$ cat src/rtl/rs_sched_pkg.sv
// rs_defs: shared types for the integer reservation station.
//   t_uinstr / t_optype : minimal decoded uop and source operand kind
//   t_rs_alloc_pkt      : allocation payload from rename (RN2)
//   t_rs_iss_pkt        : issue payload towards register read (RS0)
//   t_rs_id             : RS entry index for the default depth
package rs_defs;

    localparam int RS_NUM_ENTRIES = 8;

    typedef enum logic [1:0] {
        OP_NONE = 2'd0,
        OP_REG  = 2'd1,
        OP_IMM  = 2'd2
    } t_optype;

    typedef logic [6:0] t_prf_id;
    typedef logic [5:0] t_rob_id;
    typedef logic [$clog2(RS_NUM_ENTRIES)-1:0] t_rs_id;

    typedef struct packed {
        logic [7:0] opcode;
        t_optype    src1_type;
        t_optype    src2_type;
    } t_uinstr;

    typedef struct packed {
        t_uinstr uinstr;
        t_rob_id robid;
        t_prf_id pdst;
        t_prf_id psrc1;
        t_prf_id psrc2;
        logic    src1_rdy;
        logic    src2_rdy;
    } t_rs_alloc_pkt;

    typedef struct packed {
        t_uinstr uinstr;
        t_rob_id robid;
        t_prf_id pdst;
        t_prf_id psrc1;
        t_prf_id psrc2;
    } t_rs_iss_pkt;

    // Non-register sources never wait on the PRF.
    function automatic logic src_ready(t_optype t, logic rdy);
        return (t != OP_REG) | rdy;
    endfunction

    function automatic t_rs_iss_pkt to_iss(t_rs_alloc_pkt p);
        t_rs_iss_pkt r;
        r.uinstr = p.uinstr;
        r.robid  = p.robid;
        r.pdst   = p.pdst;
        r.psrc1  = p.psrc1;
        r.psrc2  = p.psrc2;
        return r;
    endfunction

endpackage

$ cat src/rtl/rs_sched_if.sv
// rs_sched_if: allocation and issue handshake of the reservation station.
//   master : rename / register-read side (drives alloc, observes issue)
//   slave  : reservation station
interface rs_sched_if;
    import rs_defs::*;

    logic          alloc_valid_rn2;
    t_rs_alloc_pkt alloc_pkt_rn2;
    logic          alloc_ready_rn2;
    logic          iss_valid_rs0;
    t_rs_iss_pkt   iss_pkt_rs0;

    modport master (
        output alloc_valid_rn2, alloc_pkt_rn2,
        input  alloc_ready_rn2, iss_valid_rs0, iss_pkt_rs0
    );

    modport slave (
        input  alloc_valid_rn2, alloc_pkt_rn2,
        output alloc_ready_rn2, iss_valid_rs0, iss_pkt_rs0
    );
endinterface

$ cat src/rtl/rs_sched_age_matrix.sv
// rs_age_matrix: relative-age tracker and oldest-first picker.
//   alloc : one-hot0 entry being written this cycle
//   valid : currently valid entries (before this cycle's updates)
//   req   : entries eligible for selection
//   gnt   : one-hot0 grant of the oldest requester
// age[i][j]=1 means entry i is older than entry j.
module rs_age_matrix #(
    parameter int N = 8
) (
    input  logic         clk,
    input  logic         reset,
    input  logic [N-1:0] alloc,
    input  logic [N-1:0] valid,
    input  logic [N-1:0] req,
    output logic [N-1:0] gnt
);
    logic [N-1:0][N-1:0] age;

    // A new entry is younger than everything already present. Bits left
    // behind by freed entries are harmless: a reallocated row is cleared.
    always_ff @(posedge clk or posedge reset) begin
        if (reset) begin
            age <= '0;
        end else begin
            for (int k = 0; k < N; k++) begin
                if (alloc[k]) begin
                    age[k] <= '0;
                    for (int i = 0; i < N; i++)
                        if (valid[i]) age[i][k] <= 1'b1;
                end
            end
        end
    end

    always_comb begin
        gnt = req;
        for (int i = 0; i < N; i++)
            for (int j = 0; j < N; j++)
                if (req[j] && age[j][i]) gnt[i] = 1'b0;
    end
endmodule

$ cat src/rtl/rs_sched.sv
// rs_sched: single-issue reservation station for the integer pipe.
//   clk, reset      : clock, asynchronous active-high reset
//   stall           : no issue while high
//   br_mispred_rb1  : flush all entries
//   wkup_valid/pdst : PRF write ports, used as source wakeups
//   bus (slave)     : alloc_valid/pkt/ready_rn2, iss_valid/pkt_rs0
//   occupancy       : number of valid entries
// Optional: RS_FASTPATH_EN lets a fully-ready allocating uop issue in the
// same cycle, bypassing the RS, when nothing in the RS is ready.
module rs_sched
    import rs_defs::*;
#(
    parameter int NUM_ENTRIES = RS_NUM_ENTRIES,
    parameter int NUM_WKUP    = 1
) (
    input  logic                          clk,
    input  logic                          reset,
    input  logic                          stall,
    input  logic                          br_mispred_rb1,
    input  logic    [NUM_WKUP-1:0]        wkup_valid,
    input  t_prf_id [NUM_WKUP-1:0]        wkup_pdst,
    rs_sched_if.slave                     bus,
    output logic [$clog2(NUM_ENTRIES):0]  occupancy
);
    localparam int CW = $clog2(NUM_ENTRIES) + 1;
    localparam logic [CW-1:0] FULL = CW'(NUM_ENTRIES);

    logic [NUM_ENTRIES-1:0] valid, rdy1, rdy2;
    t_rs_alloc_pkt          ent [NUM_ENTRIES];
    logic [NUM_ENTRIES-1:0] hit1, hit2, req, gnt, free_sel, alloc_vec, iss_vec;
    logic                   a_hit1, a_hit2, a_rdy1, a_rdy2, found;
    logic                   iss_rs, fast, alloc_we;
    t_rs_alloc_pkt          sel;

    // Freed-by-issue entries only count as free once the edge has passed.
    assign bus.alloc_ready_rn2 = occupancy < FULL;

    always_comb begin
        hit1   = '0;
        hit2   = '0;
        a_hit1 = 1'b0;
        a_hit2 = 1'b0;
        for (int w = 0; w < NUM_WKUP; w++) begin
            if (wkup_valid[w]) begin
                for (int e = 0; e < NUM_ENTRIES; e++) begin
                    if (ent[e].psrc1 == wkup_pdst[w]) hit1[e] = 1'b1;
                    if (ent[e].psrc2 == wkup_pdst[w]) hit2[e] = 1'b1;
                end
                if (bus.alloc_pkt_rn2.psrc1 == wkup_pdst[w]) a_hit1 = 1'b1;
                if (bus.alloc_pkt_rn2.psrc2 == wkup_pdst[w]) a_hit2 = 1'b1;
            end
        end
    end

    // Merge same-cycle wakeups into the allocating uop, or it would miss them.
    assign a_rdy1 = bus.alloc_pkt_rn2.src1_rdy | a_hit1;
    assign a_rdy2 = bus.alloc_pkt_rn2.src2_rdy | a_hit2;

    always_comb begin
        req      = '0;
        free_sel = '0;
        found    = 1'b0;
        for (int e = 0; e < NUM_ENTRIES; e++) begin
            req[e] = valid[e] & src_ready(ent[e].uinstr.src1_type, rdy1[e])
                              & src_ready(ent[e].uinstr.src2_type, rdy2[e]);
            if (!valid[e] && !found) begin
                free_sel[e] = 1'b1;
                found       = 1'b1;
            end
        end
    end

    rs_age_matrix #(.N(NUM_ENTRIES)) u_age (
        .clk   (clk),
        .reset (reset),
        .alloc (alloc_vec),
        .valid (valid),
        .req   (req),
        .gnt   (gnt)
    );

    assign iss_rs = (|req) & ~stall & ~br_mispred_rb1;

`ifdef RS_FASTPATH_EN
    assign fast = bus.alloc_valid_rn2 & bus.alloc_ready_rn2 & ~br_mispred_rb1 & ~stall & ~(|req)
                & src_ready(bus.alloc_pkt_rn2.uinstr.src1_type, a_rdy1)
                & src_ready(bus.alloc_pkt_rn2.uinstr.src2_type, a_rdy2);
`else
    assign fast = 1'b0;
`endif

    assign alloc_we  = bus.alloc_valid_rn2 & bus.alloc_ready_rn2 & ~br_mispred_rb1 & ~fast;
    assign alloc_vec = alloc_we ? free_sel : '0;
    assign iss_vec   = iss_rs ? gnt : '0;

    always_comb begin
        sel = ent[0];
        for (int e = 0; e < NUM_ENTRIES; e++)
            if (gnt[e]) sel = ent[e];
        bus.iss_valid_rs0 = iss_rs | fast;
        bus.iss_pkt_rs0   = '0;
        if (iss_rs)    bus.iss_pkt_rs0 = to_iss(sel);
        else if (fast) bus.iss_pkt_rs0 = to_iss(bus.alloc_pkt_rn2);
    end

    always_ff @(posedge clk or posedge reset) begin
        if (reset) begin
            valid     <= '0;
            rdy1      <= '0;
            rdy2      <= '0;
            occupancy <= '0;
            for (int e = 0; e < NUM_ENTRIES; e++) ent[e] <= '0;
        end else if (br_mispred_rb1) begin
            valid     <= '0;
            occupancy <= '0;
        end else begin
            valid <= (valid & ~iss_vec) | alloc_vec;
            rdy1  <= rdy1 | hit1;
            rdy2  <= rdy2 | hit2;
            for (int e = 0; e < NUM_ENTRIES; e++) begin
                if (alloc_vec[e]) begin
                    ent[e]  <= bus.alloc_pkt_rn2;
                    rdy1[e] <= a_rdy1;
                    rdy2[e] <= a_rdy2;
                end
            end
            occupancy <= occupancy + CW'(alloc_we) - CW'(iss_rs);
        end
    end

    logic dup_robid;
    always_comb begin
        dup_robid = 1'b0;
        for (int i = 0; i < NUM_ENTRIES; i++)
            for (int j = i + 1; j < NUM_ENTRIES; j++)
                if (valid[i] && valid[j] && ent[i].robid == ent[j].robid) dup_robid = 1'b1;
    end

    a_sel_onehot: assert property (@(posedge clk) disable iff (reset) $onehot0(gnt));
    a_occ_match:  assert property (@(posedge clk) disable iff (reset)
                                   occupancy == CW'($countones(valid)));
    a_robid_uniq: assert property (@(posedge clk) disable iff (reset) !dup_robid);
    a_alloc_full: assert property (@(posedge clk) disable iff (reset)
                                   bus.alloc_valid_rn2 |-> bus.alloc_ready_rn2);
endmodule

$ cat src/flat_wrapper.sv
// flat-port wrapper written by rule: the top's interface ports become plain ports
module rs_sched_flat import rs_defs::*;
#(
    parameter int NUM_ENTRIES = RS_NUM_ENTRIES,
    parameter int NUM_WKUP    = 1
)
  (clk, reset, stall, br_mispred_rb1, wkup_valid, wkup_pdst, occupancy, bus_alloc_valid_rn2, bus_alloc_pkt_rn2, bus_alloc_ready_rn2, bus_iss_valid_rs0, bus_iss_pkt_rs0);
  rs_sched_if bus_i ();
  input  logic clk;
  input  logic reset;
  input  logic stall;
  input  logic br_mispred_rb1;
  input  logic    [NUM_WKUP-1:0] wkup_valid;
  input  t_prf_id [NUM_WKUP-1:0] wkup_pdst;
  output logic [$clog2(NUM_ENTRIES):0] occupancy;
  input wire logic [$bits(bus_i.alloc_valid_rn2)-1:0] bus_alloc_valid_rn2;
  input wire logic [$bits(bus_i.alloc_pkt_rn2)-1:0] bus_alloc_pkt_rn2;
  output wire logic [$bits(bus_i.alloc_ready_rn2)-1:0] bus_alloc_ready_rn2;
  output wire logic [$bits(bus_i.iss_valid_rs0)-1:0] bus_iss_valid_rs0;
  output wire logic [$bits(bus_i.iss_pkt_rs0)-1:0] bus_iss_pkt_rs0;
  assign bus_i.alloc_valid_rn2 = bus_alloc_valid_rn2;
  assign bus_i.alloc_pkt_rn2 = bus_alloc_pkt_rn2;
  assign bus_alloc_ready_rn2 = bus_i.alloc_ready_rn2;
  assign bus_iss_valid_rs0 = bus_i.iss_valid_rs0;
  assign bus_iss_pkt_rs0 = bus_i.iss_pkt_rs0;
  rs_sched #(.NUM_ENTRIES(NUM_ENTRIES), .NUM_WKUP(NUM_WKUP)) u_core (.clk(clk), .reset(reset), .stall(stall), .br_mispred_rb1(br_mispred_rb1), .wkup_valid(wkup_valid), .wkup_pdst(wkup_pdst), .bus(bus_i), .occupancy(occupancy));
endmodule
$ cat config.mk
export PLATFORM = sky130hd
export DESIGN_NAME = rs_sched_flat
export DESIGN_NICKNAME = d
export VERILOG_FILES = /design/src/rtl/rs_sched_pkg.sv /design/src/rtl/rs_sched_if.sv /design/src/rtl/rs_sched_age_matrix.sv /design/src/rtl/rs_sched.sv /design/src/flat_wrapper.sv
export SDC_FILE = /design/constraint.sdc
export NUM_CORES = 1
export LEC_CHECK = 0
export ABC_AREA = 1
export CAP_MARGIN = 25
export CORE_UTILIZATION = 61
export CTS_CLUSTER_DIAMETER = 200
export DETAILED_ROUTE_END_ITERATION = 12
export PLACE_DENSITY_LB_ADDON = 0.05
export SLEW_MARGIN = 20
export SYNTH_ARGS = -nofsm -noshare
export SYNTH_HDL_FRONTEND = slang
export SYNTH_HIERARCHICAL = 1
export SYNTH_SLANG_ARGS = --single-unit
export TNS_END_PERCENT = 5
$ cat constraint.sdc
create_clock -name clk -period 15.35 [get_ports clk]
set_clock_uncertainty 0.15 [all_clocks]
set_input_delay 3.07 -clock clk [delete_from_list [all_inputs] [get_ports clk]]
set_output_delay 3.07 -clock clk [all_outputs]
set_load 0.02 [all_outputs]
# Word-level counts from Yosys, hierarchy flattened
# Cells that the tools add are included.
dict set report word_totals {
  reg_bits 420
  in_bits 54
  out_inout_bits 45
  elab_cells 590
}
dict set report op_classes {
  n_addsub 2
  magnitude_cmp 1
  eq_ne 34
  n_mux 233
  bitwise_logic 45
  reduce_logical 156
}
# operator count
set op_table {}
lappend op_table {{41-bit two-way mux} 7}
lappend op_table {{1-bit two-way mux} 211}
lappend op_table {{7-bit equality test} 18}
lappend op_table {{8-bit two-way mux} 12}
lappend op_table {{2-bit AND reduction} 36}
lappend op_table {{1-bit logical AND} 71}
lappend op_table {{2-bit nonzero test} 35}
lappend op_table {{39-bit two-way mux} 1}
lappend op_table {{2-bit by 1-bit != test with 1-bit output, second input constant} 16}
lappend op_table {{8-bit OR} 3}
lappend op_table {{1-bit bitwise AND} 20}
lappend op_table {{1-bit OR} 18}
lappend op_table {{1-bit logical NOT} 13}
lappend op_table {{9-bit two-way mux} 1}
lappend op_table {{8-bit bitwise AND} 1}
lappend op_table {{8-bit NOT} 1}
lappend op_table {{8-bit OR reduction} 1}
lappend op_table {{4-bit by 1-bit adder with 4-bit output} 1}
lappend op_table {{4-bit less-than comparator, second input constant} 1}
lappend op_table {{4-bit two-way mux} 1}
lappend op_table {{4-bit by 1-bit subtractor with 4-bit output} 1}
lappend op_table {{1-bit NOT} 2}

# Longest topological paths before layout
dict set report depth {
  ltp_word 26
  mapped_depth 21
  mapped_depth_nobuf 19
}

# Modules after synthesis
# The synthesis kept the hierarchy.
# module n_inst cells_per_inst area_each_um2 seq_area_each_um2
set modules_own_cells {}
lappend modules_own_cells {rs_sched 1 2314 17453.0 8508.2}
lappend modules_own_cells {rs_age_matrix 1 384 3035.4 1601.5}

# Least setup slack after synthesis
# Ideal clock, no wire load.
dict set report synth_path {
  kind {input to output}
  from {input port br_mispred_rb1}
  to {output port bus_iss_pkt_rs0[10]}
  t_arrival_ps 4271
  required_time_ps 12130
  slack_ps 7859
  path_stages 7
  n_path_buf 2
  path_cell_list {buf_4 nor2_1 nand2_1 inv_1 buf_2 o21ai_0 nor2_1}
}
dict set report synth_between {
  elab_chain_cells 3
}
# element line
set synth_rtl {}
lappend synth_rtl {{from (decl)} flat_wrapper.sv:12} ;# input logic br_mispred_rb1;
lappend synth_rtl {{1-bit NOT (no source line)} n/a}
lappend synth_rtl {{1-bit bitwise AND} rs_sched.sv:82} ;# assign iss_rs = (|req) & ~stall & ~br_mispred_rb1;
lappend synth_rtl {{via bus_iss_valid_rs0} flat_wrapper.sv:19} ;# output wire logic [$bits(bus_i.iss_valid_rs0)-1:0] bus_iss_valid_rs0;
lappend synth_rtl {{39-bit two-way mux} rs_sched.sv:102} ;# if (iss_rs) bus.iss_pkt_rs0 = to_iss(sel);
lappend synth_rtl {{to (decl)} flat_wrapper.sv:20} ;# output wire logic [$bits(bus_i.iss_pkt_rs0)-1:0] bus_iss_pkt_rs0;
# The timed path passes the listed nets, and every way through them passes these cells.

# Worst setup path in the final report
dict set report layout_path {
  from {input port br_mispred_rb1}
  to {output port bus_iss_pkt_rs0[0]}
}
dict set report layout_between {
  elab_chain_cells 3
}
# element line
set layout_rtl {}
lappend layout_rtl {{1-bit NOT (no source line)} n/a}
lappend layout_rtl {{1-bit bitwise AND} rs_sched.sv:82}
lappend layout_rtl {{39-bit two-way mux} rs_sched.sv:102}
# No other way between the ends.

==> flow_summary.ini <==
[outcome]
status = finished, final reports clean

[yosys]
yosysSeqAreaShare_pct = 49.3
synth_cells = 2698
ys_seq_elements = 404
ys_warn_count = 6
synth_cell_type_count = 38
avgSynthCellArea_um2 = 7.59
synth_nets = 2757
syn_area_mm2 = 0.0205

[critical_path]
slowest_delay_ns = 0.63
r2r_slack_ns = 11.99
path_cells = clkdlybuf4s50_1 -> nor2_1 -> nand2_1 -> inv_1 -> buf_4 -> o21ai_0 -> nor2_1 -> clkdlybuf4s50_1
reg2reg_depth = 14
r2r-start = u_core/valid[5]$_DFF_PP0_
required_ns = 12.13
end_kind = primary output
arrival_ns = 5.73
criticalPathCategory = input pin to primary output
crit_path_top_delay_cell = clkdlybuf4s50_1
reg2reg_to = u_core/occupancy[3]$_DFF_PP0_
start_kind = input pin
crit_fanout = 41

[drt]
drc_errors = 0
vias = 18800
viasPerCell = 5.94
wl_per_cell_um = 19.6
detail-route-antenna-nets = 0
drt_iter0_markers = 2277
drt_wl_total_mm = 62.2
drt-pass1-iter-count = 7

[power_and_ir_drop]
pwr_density_cell_mw_per_mm2 = 128
intPower_mw = 2.02
power.share.switching_pct = 31.2
clockPowerShare_pct = 34.3
p_switching_mw = 0.916
power_frac_comb_pct = 21.5
ir_worst_vdd_mv = 0.110
power_mw = 2.94
power_frac_seq_pct = 44.2
p_leak_nw = 11.0

[cts]
clock_sinks = 404
cts_resized = 0
h-tree-depth = 2
cts.path.max_buffers = 3
clkTransAtPathRegs_ns = 0.06
clock_latency_ns = 0.57
cts_setup_buffers = 0
numCtsBuffers = 44
cts_root_buf = clkbuf_16
cts_tree = done
ctsHoldBuffers = 0

[hold_path]
worstHoldStart = u_core/ent[18]$_DFFE_PP0P_
whs_endpoint = u_core/ent[18]$_DFFE_PP0P_
hold_class = flip-flop to flip-flop
holdPathStages = 2

[floorplan]
die_height_um = 185
io_pins = 99
die_w_um = 185
placementRows = 66
start_util_pct = 62.5
fp.coreArea_mm2 = 0.0328
die_area_mm2 = 0.0343

[layout]
postLayoutCoreUtil_pct = 69.7
num-nets-final = 2765
drive_gt1_share_pct = 5.83
stdcell_count = 3172
area_growth_pct = 11.6

[grt]
grtUsageTotal_pct = 37.5
overflow = 0
grt_start_max_net_pins = 147
grt_pass1_vias = 17900
antenna_found_initial = 0
grt_first_pass_wirelength_mm = 98.7

[place]
place_congestion = 0.966
place_hpwl_mm = 38.0
io_buffers = 98
placed_cells = 3102

[sta]
clock.fmax_mhz = 112
finalSetupViolations = 0
rsz0062_at_grt = no
hold_viol_final = 0
period_minus_slack_ns = 8.95
timing.setup.tns_ns = 0
drv_slew = 0
worst_pin_slew_ns = 1.04
hold_ws_ns = 0.331
fin_crit_sh_pct = 58.3
relSlewSlack_pct = 30.9

[flow_run]
cap_violations = 0
[logic make-up after synthesis]
| kind of cell | after synthesis | share of synthesized area, % |
|---|---|---|
| buffers and inverters | 435 | 8.88 |
| flip-flops | 404 | 49.3 |
| adder cells (fa/ha/maj) | 5 | 0.342 |
| XOR/XNOR | 34 | 1.45 |
| AND/OR/NAND/NOR | 1185 | 23.5 |
| AO/OA/AOI/OAI | 635 | 16.5 |
[power groups by stage]
stage | logic (mW) | clock network, mW | registers, mW
floorplan | 0.426 | 0 | 1.29
CTS | 0.624 | 1.01 | 1.30
global placement | 0.601 | 0 | 1.31
finish | 0.633 | 1.01 | 1.30
global route | 0.706 | 1.06 | 1.31
detailed placement | 0.619 | 0 | 1.31
[worst max path at each step]
stage / start / to / slack, ns / depth (start not counted)
2_1_floorplan: reset / u_core/ent[100]$_DFFE_PP0P_ / 2.71 / 1
3_3_place_gp: br_mispred_rb1 / bus_iss_pkt_rs0[1] / 6.60 / 8
3_5_place_dp: br_mispred_rb1 / bus_iss_pkt_rs0[0] / 6.41 / 8
4_1_cts: br_mispred_rb1 / bus_iss_pkt_rs0[0] / 6.40 / 8
5_1_grt: br_mispred_rb1 / bus_iss_pkt_rs0[0] / 6.20 / 8
6_report: br_mispred_rb1 / bus_iss_pkt_rs0[0] / 6.40 / 8
[cells in the mapped netlist (all sizes together)]
| library cell | number | area, um^2 |
|---|---|---|
| o221ai | 3 | 26.3 |
| nand2 | 840 | 3190 |
| o21ai | 436 | 2220 |
| xor2 | 28 | 245 |
| clkinv | 3 | 11.3 |
| nor2 | 192 | 736 |
| xnor2 | 6 | 52.6 |
| inv | 261 | 980 |
| dfrtp | 404 | 10100 |
| nand3b | 5 | 37.5 |
| a21o | 1 | 7.51 |
| a22o | 1 | 8.76 |
| or2 | 12 | 75.1 |
| nand3 | 71 | 355 |
| a21oi | 121 | 606 |
| fa | 1 | 20.0 |
| nor4 | 12 | 90.1 |
| o22ai | 24 | 150 |
| buf | 79 | 483 |
| nor3 | 26 | 158 |
| nand4 | 27 | 169 |
| ha | 4 | 50.1 |
| a211oi | 3 | 22.5 |
| o2111ai | 3 | 26.3 |
| o211ai | 43 | 323 |
| clkbuf | 92 | 345 |
[registers in the layout, summed over array words and instances (netlist names)]
register and count:
u_core/ent 312, u_core/occupancy 4, u_core/rdy1 8, u_core/rdy2 8
u_core/u_age/age 64, u_core/valid 8
[metal layers]
metal | GRT usage [%] | share of wire [%] | vias to the layer above
met5 | 0 | 0 | -
met4 | 16.1 | 4.1 | 0
met1 | 52.6 | 41 | 8944
met3 | 5.54 | 10 | 187
met2 | 58.0 | 44 | 1054
li1 | - | - | 8658
[critical path, delay by kind of cell]
| kind | cells | cell delay, ns |
|---|---|---|
| AOI/OAI and AO/OA | 1 | 0.21 |
| buffers and inverters | 4 | 1.73 |
| and+or+nand+nor | 3 | 0.71 |
[area by class of cell]
class	instances	area [um^2]
Clock inverter	5	61.3
Antenna cell	1	2.50
Multi-Input combinational cell	1859	8610
Fill cell	2764	9930
Sequential cell	404	10100
Clock buffer	64	1270
Tap cell	442	553
Timing Repair Buffer	133	1260
Inverter	264	998
[placed cells by master (no fill, tap or decap), types with 27 or more instances in the layout]
master	Yosys	final
nand2_1	829	828
dfrtp_1	404	404
o21ai_0	393	393
inv_1	247	242
nor2_1	186	180
a21oi_1	121	121
clkdlybuf4s50_1	0	98
nand3_1	71	70
clkbuf_16	0	46
o211ai_1	43	43
buf_4	7	34
o21ai_1	34	34
xor2_1	28	28
nand4_1	27	27
[per-stage QoR]
stage | setup slack, ns | cell area, um^2
global placement | 6.60 | 21500
detailed placement | 6.41 | 21500
floorplan | 2.71 | 20500
global route | 6.20 | 22900
finish | 6.40 | 22900
CTS | 6.40 | 22900
(Power assumes the default switching activity.)
